<file path="src/rtl/i2c_bus_conditioner.sv">
// ---------------------------------------------------------------------------
// i2c_bus_conditioner
//
// Front end of the I2C slave. It synchronises the raw SCL/SDA pad inputs,
// deglitches each line with a debounce counter, and detects START / STOP
// conditions on the filtered lines. The detection state is held until the
// serial interface clears it.
//
// Ports:
//   clk                 system clock, all logic on posedge
//   rst_n               synchronous, active-low reset
//   sclIn, sdaIn        raw pad inputs (asynchronous to clk)
//   clearStartStopDet   level; returns the detection state to NULL_DET
//   sclOut, sdaOut      filtered SCL / SDA
//   startStopDetState   NULL_DET=00, START_DET=01, STOP_DET=10
//   startPulse          one-cycle pulse per START or repeated START
//   stopPulse           one-cycle pulse per STOP
//   busBusy             set by START, cleared by STOP
//
// Every output is driven straight from a flop.
// ---------------------------------------------------------------------------
module i2c_bus_conditioner #(
  parameter int DEB_LEN     = 4,  // 1..255
  parameter int SYNC_STAGES = 2   // 2..4
) (
  input  logic       clk,
  input  logic       rst_n,
  input  logic       sclIn,
  input  logic       sdaIn,
  input  logic       clearStartStopDet,
  output logic       sclOut,
  output logic       sdaOut,
  output logic [1:0] startStopDetState,
  output logic       startPulse,
  output logic       stopPulse,
  output logic       busBusy
);

  localparam int CNT_W = $clog2(DEB_LEN + 1);
  localparam logic [CNT_W-1:0] CNT_LAST = CNT_W'(DEB_LEN - 1);

  typedef enum logic [1:0] {
    NULL_DET  = 2'b00,
    START_DET = 2'b01,
    STOP_DET  = 2'b10
  } det_e;

  // One debounce step: returns {filtered_next, counter_next}. The counter
  // only runs while the synchronised value disagrees with the filtered one,
  // so any bounce back to the filtered value restarts the count.
  function automatic logic [CNT_W:0] deb_step(input logic             sync_v,
                                              input logic             filt_v,
                                              input logic [CNT_W-1:0] cnt_v);
    logic [CNT_W:0] res;
    if (sync_v == filt_v) begin
      res = {filt_v, {CNT_W{1'b0}}};
    end else if (cnt_v == CNT_LAST) begin
      res = {sync_v, {CNT_W{1'b0}}};
    end else begin
      res = {filt_v, cnt_v + CNT_W'(1)};
    end
    return res;
  endfunction

  logic [SYNC_STAGES-1:0] sclSync_q, sdaSync_q;
  logic [CNT_W-1:0]       sclCnt_q, sclCnt_d, sdaCnt_q, sdaCnt_d;
  logic                   sclFilt_q, sclFilt_d, sdaFilt_q, sdaFilt_d;
  logic                   sclPrev_q, sdaPrev_q;
  det_e                   state_q, state_d;
  logic                   startPulse_q, stopPulse_q, busBusy_q, busBusy_d;
  logic                   start_c, stop_c;

  // Synchroniser and debounce stage
  always_comb begin
    {sclFilt_d, sclCnt_d} = deb_step(sclSync_q[SYNC_STAGES-1], sclFilt_q, sclCnt_q);
    {sdaFilt_d, sdaCnt_d} = deb_step(sdaSync_q[SYNC_STAGES-1], sdaFilt_q, sdaCnt_q);
  end

  always_ff @(posedge clk) begin
    if (!rst_n) begin
      sclSync_q <= '1;
      sdaSync_q <= '1;
      sclCnt_q  <= '0;
      sdaCnt_q  <= '0;
      sclFilt_q <= 1'b1;
      sdaFilt_q <= 1'b1;
      sclPrev_q <= 1'b1;
      sdaPrev_q <= 1'b1;
    end else begin
      sclSync_q <= {sclSync_q[SYNC_STAGES-2:0], sclIn};
      sdaSync_q <= {sdaSync_q[SYNC_STAGES-2:0], sdaIn};
      sclCnt_q  <= sclCnt_d;
      sdaCnt_q  <= sdaCnt_d;
      sclFilt_q <= sclFilt_d;
      sdaFilt_q <= sdaFilt_d;
      sclPrev_q <= sclFilt_q;
      sdaPrev_q <= sdaFilt_q;
    end
  end

  // Condition detect stage: SCL must be high in both the previous and the
  // current cycle, so an SCL edge coinciding with an SDA edge is ignored.
  assign start_c = sclPrev_q & sclFilt_q &  sdaPrev_q & ~sdaFilt_q;
  assign stop_c  = sclPrev_q & sclFilt_q & ~sdaPrev_q &  sdaFilt_q;

  // A bus event always beats a simultaneous clear.
  always_comb begin
    state_d   = state_q;
    busBusy_d = busBusy_q;
    if (start_c) begin
      state_d   = START_DET;
      busBusy_d = 1'b1;
    end else if (stop_c) begin
      state_d   = STOP_DET;
      busBusy_d = 1'b0;
    end else if (clearStartStopDet) begin
      state_d   = NULL_DET;
    end
  end

  always_ff @(posedge clk) begin
    if (!rst_n) begin
      state_q      <= NULL_DET;
      startPulse_q <= 1'b0;
      stopPulse_q  <= 1'b0;
      busBusy_q    <= 1'b0;
    end else begin
      state_q      <= state_d;
      startPulse_q <= start_c;
      stopPulse_q  <= stop_c;
      busBusy_q    <= busBusy_d;
    end
  end

  assign sclOut            = sclFilt_q;
  assign sdaOut            = sdaFilt_q;
  assign startStopDetState = state_q;
  assign startPulse        = startPulse_q;
  assign stopPulse         = stopPulse_q;
  assign busBusy           = busBusy_q;

endmodule

</file>
<file path="config.mk">
export PLATFORM = sky130hd
export DESIGN_NAME = i2c_bus_conditioner
export DESIGN_NICKNAME = d
export VERILOG_FILES = /design/src/rtl/i2c_bus_conditioner.sv
export SDC_FILE = /design/constraint.sdc
export NUM_CORES = 1
export LEC_CHECK = 0
export BUFFER_PORTS_ARGS = -buffer_cell sky130_fd_sc_hd__buf_2
export CAP_MARGIN = 5
export CORE_UTILIZATION = 50
export DETAILED_ROUTE_END_ITERATION = 6
export PLACE_DENSITY = 0.7
export SLEW_MARGIN = 10
export SYNTH_ARGS = -nofsm -noshare
export SYNTH_HDL_FRONTEND = slang
export SYNTH_SLANG_ARGS = --single-unit
</file>
<file path="constraint.sdc">
create_clock -name clk -period 1.17 [get_ports clk]
set_input_delay 0.234 -clock clk [delete_from_list [all_inputs] [get_ports clk]]
set_output_delay 0.234 -clock clk [all_outputs]
set_load 0.02 [all_outputs]
</file>
==> run_results.csv, run 1 <==
group,metric,value,unit
outcome,status,"completed",
power_and_ir_drop,power_density,1310,nW/um^2
logic_synthesis,ys_types,18,
logic_synthesis,yosys.area.top_type,"dfxtp_1",
clocking,clock-sinks,19,
floorplanning,die_area,1460,um^2
critical_path,crit_family,"flip-flops",
placement,placed_area,724,um^2
clocking,clk_latency,0.29,ns
timing,finalHoldViolations,0,
critical_path,reg2reg_depth,4,
hold_path,holdPathStages,2,
power_and_ir_drop,peakVddDrop,0.936,mV
logic_synthesis,netlist.area_leader.share,57.9,%
critical_path,cp_max_fo,8,
timing,fmax,910,MHz
critical_path,critPathRequiredTime,0.94,ns
logic_synthesis,synth_area,657,um^2
drt,post-route-drc-count,0,
drt,vias,454,
placement,port_buffers,11,
critical_path,reg2reg_from,"sclCnt_q[0]",
clocking,ctsHtreeMaxLevel,1,
power_and_ir_drop,power_leakage,0.332,nW
drt,drtIter0Drc,6,
clocking,post_cts_buffers,0,
hold_path,worst_hold_path_type,"in2reg",
power_and_ir_drop,finalPower,0.999,mW
timing,report.final.slew_viol_count,0,
timing,holdWs,0.118,ns
clocking,cts_buffer_depth,2,
layout,final_util,65.8,%
clocking,cts_tree,"done",
critical_path,r2r_end,"sclCnt_q[2]",
global_routing,grt_max_degree,15,
clocking,cts_buffers,3,
global_routing,grt_pass1_vias,358,
hold_path,min_from,"sdaIn",
floorplanning,coreArea,1160,um^2
critical_path,crit_chain,"buf_2",
logic_synthesis,syn_inst,63,
drt,met3_length,34,um
floorplanning,fp.dieH,38.2,um
drt,routed_via_density,4.99,
clocking,clkTransAtPathRegs,0.11,ns
floorplanning,io-pin-count,12,
placement,dp_hpwl,656,um
logic_synthesis,avgSynthCellArea,10.4,um^2
critical_path,worstSetupStartpointType,"register",
floorplanning,die-width,38.2,um
critical_path,crit_type,"reg2out",
drt,highest_layer,"met4",
floorplanning,start_util,56.8,%
timing,finalCriticalPeriod,1.10,ns
layout,synthToLayoutAreaGrowth,15.8,%
logic_synthesis,yosysWarnings,0,
drt,dr_wl_met2,451,um
layout,drive_above_1_share,26.0,%
critical_path,cp_data_arrival_time,0.86,ns
critical_path,slowest_delay,0.40,ns
clocking,cts_hold_buf,0,
drt,wl_met1,475,um
timing,min_period_over_period,93.9,%
layout,nets,87,
timing,skew,0.00344,ns
layout,num_antenna_cells,0,
drt,wl,975,um
logic_synthesis,ys_seq_area_share,57.9,%
clocking,root_buffer,"clkbuf_4",
placement,place_congestion,0.738,
global_routing,antenna_found_initial,0,
global_routing,track_usage,16.2,%
critical_path,slowest_stage,"dfxtp_4",
drt,drt_pass1_iterations,4,
critical_path,rrSetupSlack,0.08,ns
logic_synthesis,ys_seq_elements,19,
drt,final_antenna_net_count,0,
critical_path,cp-end-kind,"primary output",
floorplanning,placementRows,12,
hold_path,holdPathEnd,"sdaSync_q[0]",
global_routing,grt_pass1_wl,1.55,mm
timing,worst_slew_pin_slew,0.229,ns
critical_path,critPathBufInv,1,
logic_synthesis,synth_area_leaders,"dfxtp_1, ha_1, nand2b_1",
global_routing,grt-ovfl-total,0,
timing,relSlewSlack,84.7,%
layout,stdcell_area,761,um^2
timing,setup_violations,0,
logic_synthesis,synth.net_count,72,
drt,routedWlPerCell,10.7,um
job,cap_violations,0,
## power by group
| group | internal, mW | switching (mW) |
|---|---|---|
| combinational | 0.0113 | 0.0122 |
| clock | 0.127 | 0.192 |
| sequential | 0.653 | 0.00335 |
| total | 0.791 | 0.208 |
## area by class of cell
class                      instances  area (um^2)
tap                               14         17.5
sequential                        19          387
clock buffer                       3         22.5
inverter                           4         15.0
multi-input combinational         39          259
clock inverter                     1         5.00
timing repair buffer              11         55.1
fill                             102          395
## per-stage QoR
step / worst slack, ns / setup TNS (ns) / std cells
floorplan: 0.153 / 0 / 63
global placement: 0.107 / 0 / 87
detailed placement: 0.0828 / 0 / 87
CTS: 0.0140 / 0 / 91
global route: -0.00866 / -0.00866 / 91
finish: 0.0714 / 0 / 91
## how the worst max path moves through the flow
stage,from,end,slack [ns],cells after the start
after CTS,sdaOut,sdaOut,0.01,1
final,sclOut,sclOut,0.07,1
after detailed placement,sdaCnt_q[0],sdaCnt_q[0],0.08,4
after global placement,sdaCnt_q[0],sdaCnt_q[1],0.11,4
after global routing,sdaCnt_q[0],sdaCnt_q[1],-0.009,4
after floorplan,sclOut,startStopDetState[1],0.15,3
## flip-flops by register name (all words and copies together) (netlist names)
signal	count
sclCnt_q	3
sdaPrev_q	1
sclSync_q	2
sclOut	1
startStopDetState	2
sdaOut	1
startPulse	1
stopPulse	1
busBusy	1
sdaCnt_q	3
sclPrev_q	1
sdaSync_q	2
## synth_stat cells
| cell | n |
|---|---|
| ha_1 | 4 |
| nand2_1 | 5 |
| nor2_1 | 7 |
| o21ai_1 | 1 |
| nand2b_1 | 6 |
| o22ai_1 | 2 |
| inv_1 | 4 |
| and3_1 | 1 |
| a31oi_1 | 2 |
| xor2_1 | 2 |
| mux2i_1 | 2 |
| buf_2 | 1 |
| nor2b_1 | 2 |
| nand3_1 | 1 |
| nand3b_1 | 2 |
| and3b_2 | 1 |
| a21boi_1 | 1 |
| dfxtp_1 | 19 |
## placed cells by master, fill, tap and decap left out
cell type,synthesis,routed
a21boi_1,1,1
a31oi_1,2,2
and3_1,1,1
and3b_2,1,1
buf_2,1,11
clkbuf_4,0,3
clkinv_2,0,1
dfxtp_1,19,16
dfxtp_2,0,2
dfxtp_4,0,1
ha_1,4,3
ha_2,0,1
inv_1,4,4
mux2i_1,2,2
nand2_1,5,5
nand2b_1,6,6
nand3_1,1,1
nand3b_1,2,2
nor2_1,7,7
nor2b_1,2,2
o21ai_1,1,1
o22ai_1,2,2
xor2_1,2,2
## routing by layer
metal	vias up	track usage [%]
met1	204	20.0
li1	237	-
met4	0	13.4
met2	11	23.7
met3	2	3.49
met5	-	0
## cells by family after synthesis
kind of cell	after synthesis	share of synthesized area [%]
simple gates	25	20.0
flops	19	57.9
compound gates	6	5.71
buf+inv	5	3.05
fa+ha+maj	4	7.62
xor+xnor	2	2.67
mux	2	3.05
## what timing repair did
item,CTS,global route
endpoints found under the hold margin,0,0
pin swaps,0,1
resized for setup,1,4
setup endpoints to repair,1,5
No activity file was read; power rests on OpenSTA's default activity.
==> run 2: changes to the inputs <==
--- a/config.mk
+++ b/config.mk
@@ -5,10 +5,12 @@
 export SDC_FILE = /design/constraint.sdc
 export NUM_CORES = 1
 export LEC_CHECK = 0
+export ABC_AREA = 1
 export BUFFER_PORTS_ARGS = -buffer_cell sky130_fd_sc_hd__buf_2
 export CAP_MARGIN = 5
 export CORE_UTILIZATION = 50
 export DETAILED_ROUTE_END_ITERATION = 6
+export GPL_TIMING_DRIVEN = 0
 export PLACE_DENSITY = 0.7
 export SLEW_MARGIN = 10
 export SYNTH_ARGS = -nofsm -noshare
==> constraint.sdc (replaced) <==
create_clock -name clk -period 1.1 [get_ports clk]
set_input_delay 0.22 -clock clk [delete_from_list [all_inputs] [get_ports clk]]
set_output_delay 0.22 -clock clk [all_outputs]
set_load 0.02 [all_outputs]
==> run_results.csv, run 2 <==
group,metric,value,unit
clocking,cts_buffer_depth,2,
job,cap_violations,0,
drt,drt_pass1_iterations,4,
global_routing,grt_pass1_vias,378,
clocking,clkTransAtPathRegs,0.10,ns
global_routing,grt_use_met3,5.81,%
floorplanning,fp.dieH,38.5,um
placement,place_congestion,0.595,
critical_path,crit_chain,"buf_2",
global_routing,grt.busiest_layer,"met2",
floorplanning,coreArea,1170,um^2
logic_synthesis,avgSynthCellArea,8.89,um^2
logic_synthesis,synth_mux_area_share,0,%
logic_synthesis,synth_area,667,um^2
global_routing,use_met2,22.1,%
layout,final_util,68.5,%
logic_synthesis,syn_inst,75,
hold_path,holdPathStages,2,
hold_path,min_from,"sclIn",
power_and_ir_drop,pwr-share-clk,31.3,%
critical_path,critPathRequiredTime,0.88,ns
hold_path,worst_hold_path_type,"in2reg",
clocking,post_cts_buffers,0,
logic_synthesis,synth.net_count,84,
global_routing,grt_max_degree,11,
logic_synthesis,synth_edf_count,0,
logic_synthesis,synthSimpleGateAreaFrac,23.6,%
global_routing,antenna_found_initial,0,
power_and_ir_drop,power_density,1340,nW/um^2
logic_synthesis,synth.most_common_cell,"dfxtp_1",
power_and_ir_drop,seqPwrFrac,65.3,%
timing,skew,0.00679,ns
clocking,cts_hold_buf,0,
global_routing,met1_usage,18.0,%
timing,min_period_over_period,95.3,%
logic_synthesis,netlist.area_leader.share,57.0,%
floorplanning,start_util,56.9,%
power_and_ir_drop,peakVddDrop,0.887,mV
floorplanning,io-pin-count,12,
logic_synthesis,yosys.area.top_type,"dfxtp_1",
critical_path,critPathBufInv,1,
critical_path,reg2reg_from,"sclCnt_q[0]",
layout,n_fill_cell,104,
clocking,cts_buffers,3,
outcome,status,"completed",
timing,finalHoldViolations,0,
clocking,clock-sinks,19,
global_routing,grt-ovfl-total,0,
critical_path,cp-end-kind,"primary output",
global_routing,track_usage,15.9,%
critical_path,slowest_stage,"dfxtp_2",
logic_synthesis,ys_seq_elements,19,
critical_path,r2r_end,"sclCnt_q[2]",
drt,drtIter0Drc,4,
clocking,clk_latency,0.29,ns
layout,final_cells,104,
power_and_ir_drop,pwr-share-comb,3.4,%
global_routing,grt_pass1_wl,1.47,mm
timing,fmax,954,MHz
timing,finalCriticalPeriod,1.05,ns
logic_synthesis,synth-compound-area-share,4.50,%
critical_path,rrSetupSlack,0.07,ns
power_and_ir_drop,internal_power,0.855,mW
placement,placed_area,739,um^2
placement,dp.cells,100,
clocking,root_buffer,"clkbuf_4",
critical_path,crit_family,"flip-flops",
layout,nets,100,
placement,dp_hpwl,651,um
critical_path,reg2reg_depth,5,
hold_path,holdPathEnd,"sclSync_q[0]",
layout,stdcell_area,802,um^2
layout,layout_commonest_cell,"dfxtp_1",
drt,vias,488,
logic_synthesis,async_reset_ff_share,0,%
timing,relSlewSlack,87.4,%
layout,synthToLayoutAreaGrowth,20.3,%
drt,final_antenna_net_count,0,
power_and_ir_drop,p_sw,0.219,mW
timing,tns,0,ns
logic_synthesis,synth_area_leaders,"dfxtp_1, ha_1, inv_1",
critical_path,worstSetupStartpointType,"register",
drt,wl,913,um
timing,worst_slew_pin_slew,0.188,ns
floorplanning,placementRows,12,
timing,holdWs,0.104,ns
timing,setup_violations,0,
logic_synthesis,synth_top_family_by_area,"simple AND/OR/NAND/NOR gates",
drt,post-route-drc-count,0,
layout,layout_common_cells,"dfxtp_1, inv_1, nor2_1, nand2_1, buf_2",
power_and_ir_drop,swShare,20.4,%
power_and_ir_drop,power_leakage,0.392,nW
logic_synthesis,ys_types,14,
clocking,ctsHtreeMaxLevel,1,
floorplanning,die-width,38.5,um
drt,routed_via_density,4.69,
layout,top_regs,"sclCnt_q: 3 flops, sdaCnt_q: 3 flops",
critical_path,slowest_delay,0.37,ns
logic_synthesis,ys_seq_area_share,57.0,%
critical_path,cp_data_arrival_time,0.83,ns
critical_path,crit_type,"reg2out",
placement,port_buffers,11,
floorplanning,die_area,1480,um^2
drt,routedWlPerCell,8.78,um
logic_synthesis,yosysWarnings,0,
logic_synthesis,ys.flop_type,"dfxtp_1",
layout,num_antenna_cells,0,
logic_synthesis,synth_xor_area_share,0,%
timing,report.final.slew_viol_count,0,
logic_synthesis,synthTopCellsByCount,"dfxtp_1, inv_1, nand2_1, nor2_1",
critical_path,cp_max_fo,5,
layout,drive_above_1_share,34.4,%
clocking,cts_tree,"done",
logic_synthesis,synth-adder-area-share,7.50,%
## run 2: metrics by stage
stage	setup slack (ns)	power [mW]
floorplan	0.103	0.737
global placement	0.0490	0.751
detailed placement	0.0356	0.752
CTS	0.00247	1.09
global route	-0.00121	1.13
finish	0.0517	1.07
## run 2: power by group through the flow
| stage | sequential [mW] | combinational (mW) | clock, mW |
|---|---|---|---|
| finish | 0.702 | 0.0365 | 0.336 |
| global route | 0.703 | 0.0410 | 0.384 |
| CTS | 0.701 | 0.0353 | 0.355 |
| detailed placement | 0.717 | 0.0350 | 0 |
| global placement | 0.716 | 0.0345 | 0 |
| floorplan | 0.716 | 0.0216 | 0 |
## run 2: cell families (layout without fill, tap and decap cells)
logic type / after synthesis / count (layout)
adders and majority gates: 4 / 4
DFF: 19 / 19
and+or+nand+nor: 33 / 33
AOI/OAI and AO/OA: 6 / 6
buffers and inverters: 13 / 28
## run 2: routing by layer
metal / vias to the layer above / share of wire, %
met4: 0 / 1.5
met3: 2 / 5.6
met2: 14 / 43
li1: 260 / -
met1: 212 / 49
met5: - / 0
## run 2: timing repair
| item | CTS | global route |
|---|---|---|
| pin swaps | 0 | 3 |
| gates resized for setup | 1 | 9 |
| setup endpoints to repair | 1 | 8 |
| cloned | 0 | 0 |
## run 2: worst max-delay path by stage
stage | from | end | slack (ns) | cells after the start
final | sdaOut | sdaOut | 0.05 | 1
after detailed placement | sclCnt_q[0] | sclCnt_q[0] | 0.04 | 5
after global routing | sdaCnt_q[0] | sdaCnt_q[0] | -0.001 | 5
after floorplan | sclCnt_q[0] | sclCnt_q[0] | 0.10 | 5
after CTS | sclOut | sclOut | 0.002 | 1
after global placement | sdaCnt_q[0] | sdaCnt_q[0] | 0.05 | 5
## run 2: cell type report
cell class	count	area, um^2	share of cell area [%]
inverters	13	48.8	6.08
well taps	14	17.5	2.18
repair buffers	11	55.1	6.86
clock buffers	4	26.3	3.28
flip-flops and latches	19	385	48.0
multi-input cells	43	269	33.5
